File: config.mk
export PLATFORM = sky130hd
export DESIGN_NAME = bar_stream_gen_flat
export DESIGN_NICKNAME = d
export VERILOG_FILES = /design/src/rtl/bar_pkg.sv /design/src/rtl/bar_if.sv /design/src/rtl/bar_stream_gen.sv /design/src/flat_wrapper.sv
export SDC_FILE = /design/constraint.sdc
export NUM_CORES = 1
export LEC_CHECK = 0
export CAP_MARGIN = 25
export CELL_PAD_IN_SITES_DETAIL_PLACEMENT = 1
export CELL_PAD_IN_SITES_GLOBAL_PLACEMENT = 1
export CORE_ASPECT_RATIO = 0.8
export CORE_MARGIN = 2
export CORE_UTILIZATION = 36
export DETAILED_ROUTE_END_ITERATION = 12
export PLACE_DENSITY = 0.82
export SETUP_SLACK_MARGIN = 0.2
export SLEW_MARGIN = 20
export SYNTH_ARGS = -nofsm -noshare
export SYNTH_HDL_FRONTEND = slang
export SYNTH_SLANG_ARGS = --single-unit
export TNS_END_PERCENT = 100
File: constraint.sdc
create_clock -name clk -period 2.89 [get_ports clk]
set_input_delay 0.289 -clock clk [delete_from_list [all_inputs] [get_ports clk]]
set_output_delay 0.289 -clock clk [all_outputs]
set_load 0.02 [all_outputs]
File: src/rtl/bar_pkg.sv
// Shared definitions for the bar valid/ready stream: data width, data type, generator states.
// Latency: n/a (types and constants only).
// Backpressure: n/a.
package bar_pkg;

  localparam int BAR_DW = 32;

  typedef logic [BAR_DW-1:0] bar_data_t;

  typedef enum logic [1:0] {
    IDLE     = 2'd0,
    SEND     = 2'd1,
    GAP_WAIT = 2'd2,
    DONE     = 2'd3
  } bar_gen_state_e;

endpackage

File: src/rtl/bar_if.sv
// bar valid/ready stream: one data word per beat, transferred when valid && ready at a rising edge.
// Latency: n/a (wires only).
// Backpressure: consumer holds ready low; producer keeps valid and data stable until accepted.
interface bar;
  import bar_pkg::*;

  bar_data_t data;
  logic      valid;
  logic      ready;

  modport out (output data, output valid, input ready);
  modport in  (input data, input valid, output ready);
endinterface

File: src/rtl/bar_stream_gen.sv
// Burst source: emits base, base+step, ... for len beats on a bar.out stream, with optional idle gap.
// Latency: first valid 1 cycle after accepted start; done pulses the cycle after the last accepted beat.
// Backpressure: data/valid held while ready is low; valid never withdrawn before acceptance.
module bar_stream_gen
  import bar_pkg::*;
#(
  parameter int LEN_W = 16,
  parameter int GAP   = 0
) (
  input  logic             clk,
  input  logic             rst_n,
  input  logic             start,
  input  logic [31:0]      base,
  input  logic [31:0]      step,
  input  logic [LEN_W-1:0] len,
  output logic             busy,
  output logic             done,
  output logic [LEN_W-1:0] sent,
  bar.out                  y
);

  // Gap counter only needs to hold GAP; keep at least one bit so GAP=0 still elaborates.
  localparam int GW = (GAP < 2) ? 1 : $clog2(GAP + 1);

  bar_gen_state_e   state_q, state_d;
  bar_data_t        data_q, data_d;
  bar_data_t        step_q, step_d;
  logic [LEN_W-1:0] len_q, len_d;
  logic [LEN_W-1:0] sent_q, sent_d;
  logic [GW-1:0]    gap_q, gap_d;
  logic             valid_q, valid_d;
  logic             busy_q, busy_d;
  logic             done_q, done_d;

  // Next-state logic: valid is registered, so in SEND acceptance reduces to y.ready.
  always_comb begin
    state_d = state_q;
    data_d  = data_q;
    step_d  = step_q;
    len_d   = len_q;
    sent_d  = sent_q;
    gap_d   = gap_q;
    valid_d = valid_q;
    busy_d  = busy_q;
    done_d  = 1'b0;
    case (state_q)
      IDLE: begin
        if (start) begin
          busy_d = 1'b1;
          sent_d = '0;
          if (len != '0) begin
            data_d  = base;
            step_d  = step;
            len_d   = len;
            valid_d = 1'b1;
            state_d = SEND;
          end else begin
            // Empty burst: straight to completion, nothing is driven on the stream.
            done_d  = 1'b1;
            state_d = DONE;
          end
        end
      end
      SEND: begin
        if (y.ready) begin
          sent_d = sent_q + LEN_W'(1);
          if (sent_q == len_q - LEN_W'(1)) begin
            valid_d = 1'b0;
            done_d  = 1'b1;
            state_d = DONE;
          end else begin
            data_d = data_q + step_q;
            if (GAP != 0) begin
              valid_d = 1'b0;
              gap_d   = GW'(GAP);
              state_d = GAP_WAIT;
            end
          end
        end
      end
      GAP_WAIT: begin
        // Raising valid on the count of 1 gives exactly GAP idle cycles.
        if (gap_q == GW'(1)) begin
          valid_d = 1'b1;
          state_d = SEND;
        end else begin
          gap_d = gap_q - GW'(1);
        end
      end
      DONE: begin
        busy_d  = 1'b0;
        state_d = IDLE;
      end
      default: begin
        valid_d = 1'b0;
        busy_d  = 1'b0;
        state_d = IDLE;
      end
    endcase
  end

  // State registers; reset abandons any burst in flight without a done pulse.
  always_ff @(posedge clk or negedge rst_n) begin
    if (!rst_n) begin
      state_q <= IDLE;
      data_q  <= '0;
      step_q  <= '0;
      len_q   <= '0;
      sent_q  <= '0;
      gap_q   <= '0;
      valid_q <= 1'b0;
      busy_q  <= 1'b0;
      done_q  <= 1'b0;
    end else begin
      state_q <= state_d;
      data_q  <= data_d;
      step_q  <= step_d;
      len_q   <= len_d;
      sent_q  <= sent_d;
      gap_q   <= gap_d;
      valid_q <= valid_d;
      busy_q  <= busy_d;
      done_q  <= done_d;
    end
  end

  assign y.data  = data_q;
  assign y.valid = valid_q;
  assign busy    = busy_q;
  assign done    = done_q;
  assign sent    = sent_q;

endmodule

File: src/flat_wrapper.sv
// flat-port wrapper written by rule: the top's interface ports become plain ports
module bar_stream_gen_flat import bar_pkg::*;
#(
  parameter int LEN_W = 16,
  parameter int GAP   = 0
)
  (clk, rst_n, start, base, step, len, busy, done, sent, y_data, y_valid, y_ready);
  bar y_i ();
  input  logic clk;
  input  logic rst_n;
  input  logic start;
  input  logic [31:0] base;
  input  logic [31:0] step;
  input  logic [LEN_W-1:0] len;
  output logic busy;
  output logic done;
  output logic [LEN_W-1:0] sent;
  output wire logic [$bits(y_i.data)-1:0] y_data;
  output wire logic [$bits(y_i.valid)-1:0] y_valid;
  input wire logic [$bits(y_i.ready)-1:0] y_ready;
  assign y_data = y_i.data;
  assign y_valid = y_i.valid;
  assign y_i.ready = y_ready;
  bar_stream_gen #(.LEN_W(LEN_W), .GAP(GAP)) u_core (.clk(clk), .rst_n(rst_n), .start(start), .base(base), .step(step), .len(len), .busy(busy), .done(done), .sent(sent), .y(y_i));
endmodule
* Yosys cells after proc, flatten, opt, wreduce, memory -nomap -nowiden
Index checks and enable logic that the tools add are counted.
** Word-level totals
- Bits in registers :: 102
- Output and inout bits :: 51
** Cells by class
- Add/subtract/negate cells :: 4
- Equality and inequality tests :: 10
- Muxes and demuxes :: 28
- Reductions and logical operators :: 11
** Operator list (count)
- 32-bit 2-to-1 mux :: 4
- 32-bit one-hot mux with 2 select lines :: 1
- 32-bit adder :: 1
- 16-bit 2-to-1 mux :: 2
- 16-bit one-hot mux with 2 select lines :: 1
- 16-bit by 1-bit adder with 16-bit output, second input constant :: 1
- 16-bit == test :: 1
- 16-bit nonzero test :: 1
- 16-bit by 1-bit subtractor with 16-bit output, second input constant :: 1
- 1-bit 2-to-1 mux :: 11
- 2-bit 2-to-1 mux :: 5
- 2-bit one-hot mux with 4 select lines :: 1
- 2-bit by 1-bit != test with 1-bit output, second input constant :: 3
- 2-bit != test, second input constant :: 3
- 3-bit AND reduction :: 2
- 6-bit AND reduction :: 1
- 5-bit AND reduction :: 1
- 2-bit == test, second input constant :: 2
- 1-bit one-hot mux with 2 select lines :: 2
- 4-bit AND reduction :: 1
- 2-bit nonzero test :: 2
- 1-bit one-hot mux with 3 select lines :: 1
- 3-bit nonzero test :: 1
- 2-bit by 1-bit == test with 1-bit output, second input constant :: 1
- 3 further kinds :: 3

* Longest topological paths before layout
- Depth after elaboration :: 5
- Depth in mapped cells :: 13

* Least setup slack after synthesis
OpenSTA, ideal clock, no wires.
- Path type :: register to register
- Start :: reg u_core.len_q[0]
- End :: reg u_core.data_q[27], in the netlist u_core.y.data[27]
- Data arrival time :: 2.897 ns
- Data required time :: 2.761 ns
- Setup slack :: -0.136 ns
- Cell stages (with the launch flop) :: 11
- Buffers on the path :: 2
- Period minus slack after synthesis :: 3.026 ns
- Cells stage by stage :: dfrtp_1 -> or4_1 -> buf_2 -> or3_4 -> a2111oi_4 -> o2111ai_1 -> a2111oi_4 -> a211oi_4 -> buf_6 -> a31oi_1 -> o21ai_0
** On the way
- Word-level cells in the longest chain between the ends :: 4
** RTL lines
- from (decl) :: RTL line bar_stream_gen.sv:28 : logic [LEN_W-1:0] len_q, len_d;
- from (signal assigned) :: RTL line bar_stream_gen.sv:118 : len_q <= len_d;
- 16-bit by 1-bit subtractor with 16-bit output :: RTL line bar_stream_gen.sv:67 : if (sent_q == len_q - LEN_W'(1)) begin
- 16-bit == test :: RTL line bar_stream_gen.sv:67
- 2-bit != test (no line)
- 5-bit AND reduction (no line)
- to (signal assigned) :: RTL line bar_stream_gen.sv:116 : data_q <= data_d;
- to (decl) :: RTL line bar_stream_gen.sv:26 : bar_data_t data_q, data_d;
No other way between the ends.
A chain may end at the register's enable or synchronous reset.

* Worst setup path after layout
Same ends and word-level chain as after synthesis.

==> impl_results.md <==
* Outcome: finished, violations left
* Failing checks: negative setup slack
* Clock buffer depth at 2
* Critical path fanouts, max at 7
* Die height at ~120 microns
* Setup crit end kind: flip-flop
* Pins Over Slew Limit at 0
* Vias at between 6000 and 7000
* Final hold vios at 0
* Largest net degree at the start of global routing at 38
* Detail Placement HPWL at between 15000 and 20000 microns
* Cts bufs inserted at 9
* Boundary pin count at 135
* Number of global-route vias before repair at 6501
* Lkg Pwr at 3.974 nW
* RSZ-0062 raised after global routing: yes
* Syn Nets at 803
* Async SR Flop Fraction at 100.0%
* Remaining global-route overflow at 0
* Starting Density at between 30% and 40%
* Initial DRC count at 265
* Final Critical Period at roughly 3.2 ns
* Fin area at 9173 sq um
* Final worst path period share at 111.6%
* Number of port buffers at between 100 and 150
* CP Data Arrival Time at approximately 3.5 ns
* Min-delay worst type: in2async
* Post-layout nets at a little under 1000
* Rows at 44
* Cell Count, Final, Fillers Out at between 1000 and 1500
* First-pass GRT wire length at between 30000 and 40000 microns
* CTS Sinks at approximately 100
* DIE AREA at between 15000 and 20000 sq um
* Post-DR wirelength/cell at between 15 and 20 microns
* Area Growth Syn to Fin at 40.39%
* Clk root buf: clkbuf_16
* Filler cells at approximately 2000
* H-tree levels at 3
* Layout cells sized above 1 at a little over a fifth
* Commonest non-fill, non-tap cell in the layout: clkdlybuf4s50_1
* Mapped Avg Cell Area at roughly 9.5 sq um
* Total of warnings raised by yosys at 0
* Top FF cell, synth: dfrtp_1
* Slew @ Worst Pin at a little under 0.8 ns
* Post-Synthesis Cells at approximately 690
* Required time of the critical path at ~3.2 ns
* Most frequent cells in the layout: clkdlybuf4s50_1, dfrtp_1, nand2_1
* Hold WS at about 0.45 ns
* Post-synth cell types at 63
* Routed wire length at between 20000 and 25000 microns
* Worst Skew at around 0.013 ns
* Maximum vdd drop at 0.3553 mV
* Antenna violations before repair at 0
* Clk pin slew, worst setup/hold paths at around 0.080 ns
* TritonCTS clock tree: built
* Critical Path Start Type: flip-flop
* Setup WS post-layout at -0.3356 ns
* First-pass iteration count of the detailed router at 4
* Syn Std Cell Area at 6534 sq um
* Post-synthesis sequential area ratio at 39.07%
* Drt via density at 5.481
* Total GRT Usage at between 20 and 25%
* Pwr/cell area at ~900 nW/um^2
* DRC viols at 0
* Total core area at 17950 sq um
* Number of synthesized flops with an enable pin at 0
* Antenna Cells at 0
* Final setup fails at 35
* Slew headroom at approximately 47%
* Max Fclk at roughly 310 MHz
* Placed Cells incl. Taps at 1082
* Routability cong. at roughly 0.88
* Max_cap viols at 0
* #FFs+latches synth at roughly 100
* Die width at roughly 150 microns
* Clk Latency, worst-skew pair at 0.36 ns
* Critical path class: reg2reg
* Dpl cell area at between 8000 and 9000 sq um
* Number of routed nets with antenna violations at 0
state kept, by name, summed over array words and instances (netlist names):
register,cells
u_core.y.data,32
u_core.len_q,16
u_core.sent,16
u_core.busy,1
u_core.y.valid,1
u_core.state_q,2
u_core.gap_q,1
u_core.done,1
u_core.step_q,32
Yosys cell counts, types with 7 or more instances:
library cell	count	share of area [%]
mux2_2	50	8.6
dfrtp_1	102	39
nand4_1	8	0.77
a21o_1	24	2.8
nand2b_1	9	0.86
a31oi_1	28	2.7
xor2_1	22	2.9
a21oi_1	38	2.9
ha_1	33	6.3
a211oi_1	7	0.80
nor3_1	17	1.3
xnor2_1	29	3.9
nor4_1	9	0.86
o21ai_0	29	2.2
clkbuf_1	23	1.3
nand2_1	68	3.9
and3_1	12	1.1
inv_1	11	0.63
nand3_1	12	0.92
and2_1	7	0.67
nor2_1	54	3.1
stage by stage:
step                      setup WS [ns]  power, mW  TNS [ns]  util (%)
after global routing            -0.4195      8.866    -12.05     51.11
after detailed placement        -0.4110      6.769    -10.42     47.82
final                           -0.3356      8.301    -8.449     51.11
after floorplan                -0.09338      4.983    -1.312         -
after CTS                       -0.1963      8.261    -4.900     50.38
after global placement          -0.1666      6.598    -4.330     47.82
report_power, final:
| part | leakage, nW | switching [mW] | total [mW] | internal [mW] |
|---|---|---|---|---|
| clock | 0.163 | 0.593 | 1.38 | 0.790 |
| combinational | 2.59 | 2.48 | 4.78 | 2.30 |
| sequential | 1.22 | 0.357 | 2.14 | 1.78 |
| total | 3.97 | 3.43 | 8.30 | 4.87 |
logic make-up after synthesis:
| kind of cell | after synthesis | synth area share, % |
|---|---|---|
| multiplexers | 54 | 9.230 |
| adder cells (fa/ha/maj) | 34 | 6.626 |
| AND/OR/NAND/NOR | 227 | 17.29 |
| XOR/XNOR | 51 | 6.836 |
| flip-flops | 102 | 39.07 |
| buffers and inverters | 43 | 2.815 |
| AO/OA/AOI/OAI | 174 | 18.13 |
cell type report:
type / count / area, sq um / share of cell area (%)
multi-input cells: 541 / 3968 / 43.25
clock inverters: 6 / 91.34 / 0.9958
well taps: 230 / 287.8 / 3.137
inverters: 11 / 41.29 / 0.4501
flip-flops and latches: 102 / 2552 / 27.83
clock buffers: 10 / 239.0 / 2.605
repair buffers: 211 / 1993 / 21.73
worst max-delay path, stage by stage (launching register included):
cell	delay, ns
dfrtp_1	0.42
inv_1	0.10
ha_2	0.18
or4b_4	0.56
or4_1	0.63
a2111oi_4	0.40
buf_4	0.21
a211o_4	0.15
buf_6	0.10
buf_12	0.10
and2_4	0.15
a31oi_4	0.03
o21ai_1	0.09
per-layer routing:
layer  wire (microns)  global-route usage [%]
met5                0                       0
met3              767                   4.245
met1            10430                   31.31
met4              433                   5.501
met2             9971                   35.58
final timing paths:
kind	startpoint	endpoint	slack, ns	cells after the start
setup / recovery	u_core.len_q[0]	u_core.y.data[27]	-0.34	12
setup reg to reg	u_core.len_q[0]	u_core.y.data[27]	-0.34	12
hold / removal	rst_n	u_core.y.data[10]	0.45	2
min in group clk	base[29]	u_core.y.data[29]	0.49	3
max in group asynchronous	rst_n	u_core.sent[5]	1.71	3
hold reg to reg	u_core.y.valid	u_core.y.valid	0.50	1
timing repair:
item / in CTS / in global routing
hold buffers: 1 / 0
gates resized for setup: 23 / 15
setup endpoints to repair: 35 / 35
setup buffers: 4 / 5
pin swaps: 8 / 12
hold endpoints to repair: 34 / 0
gates cloned: 0 / 3
Note: power is estimated with default switching activity, not from simulation.
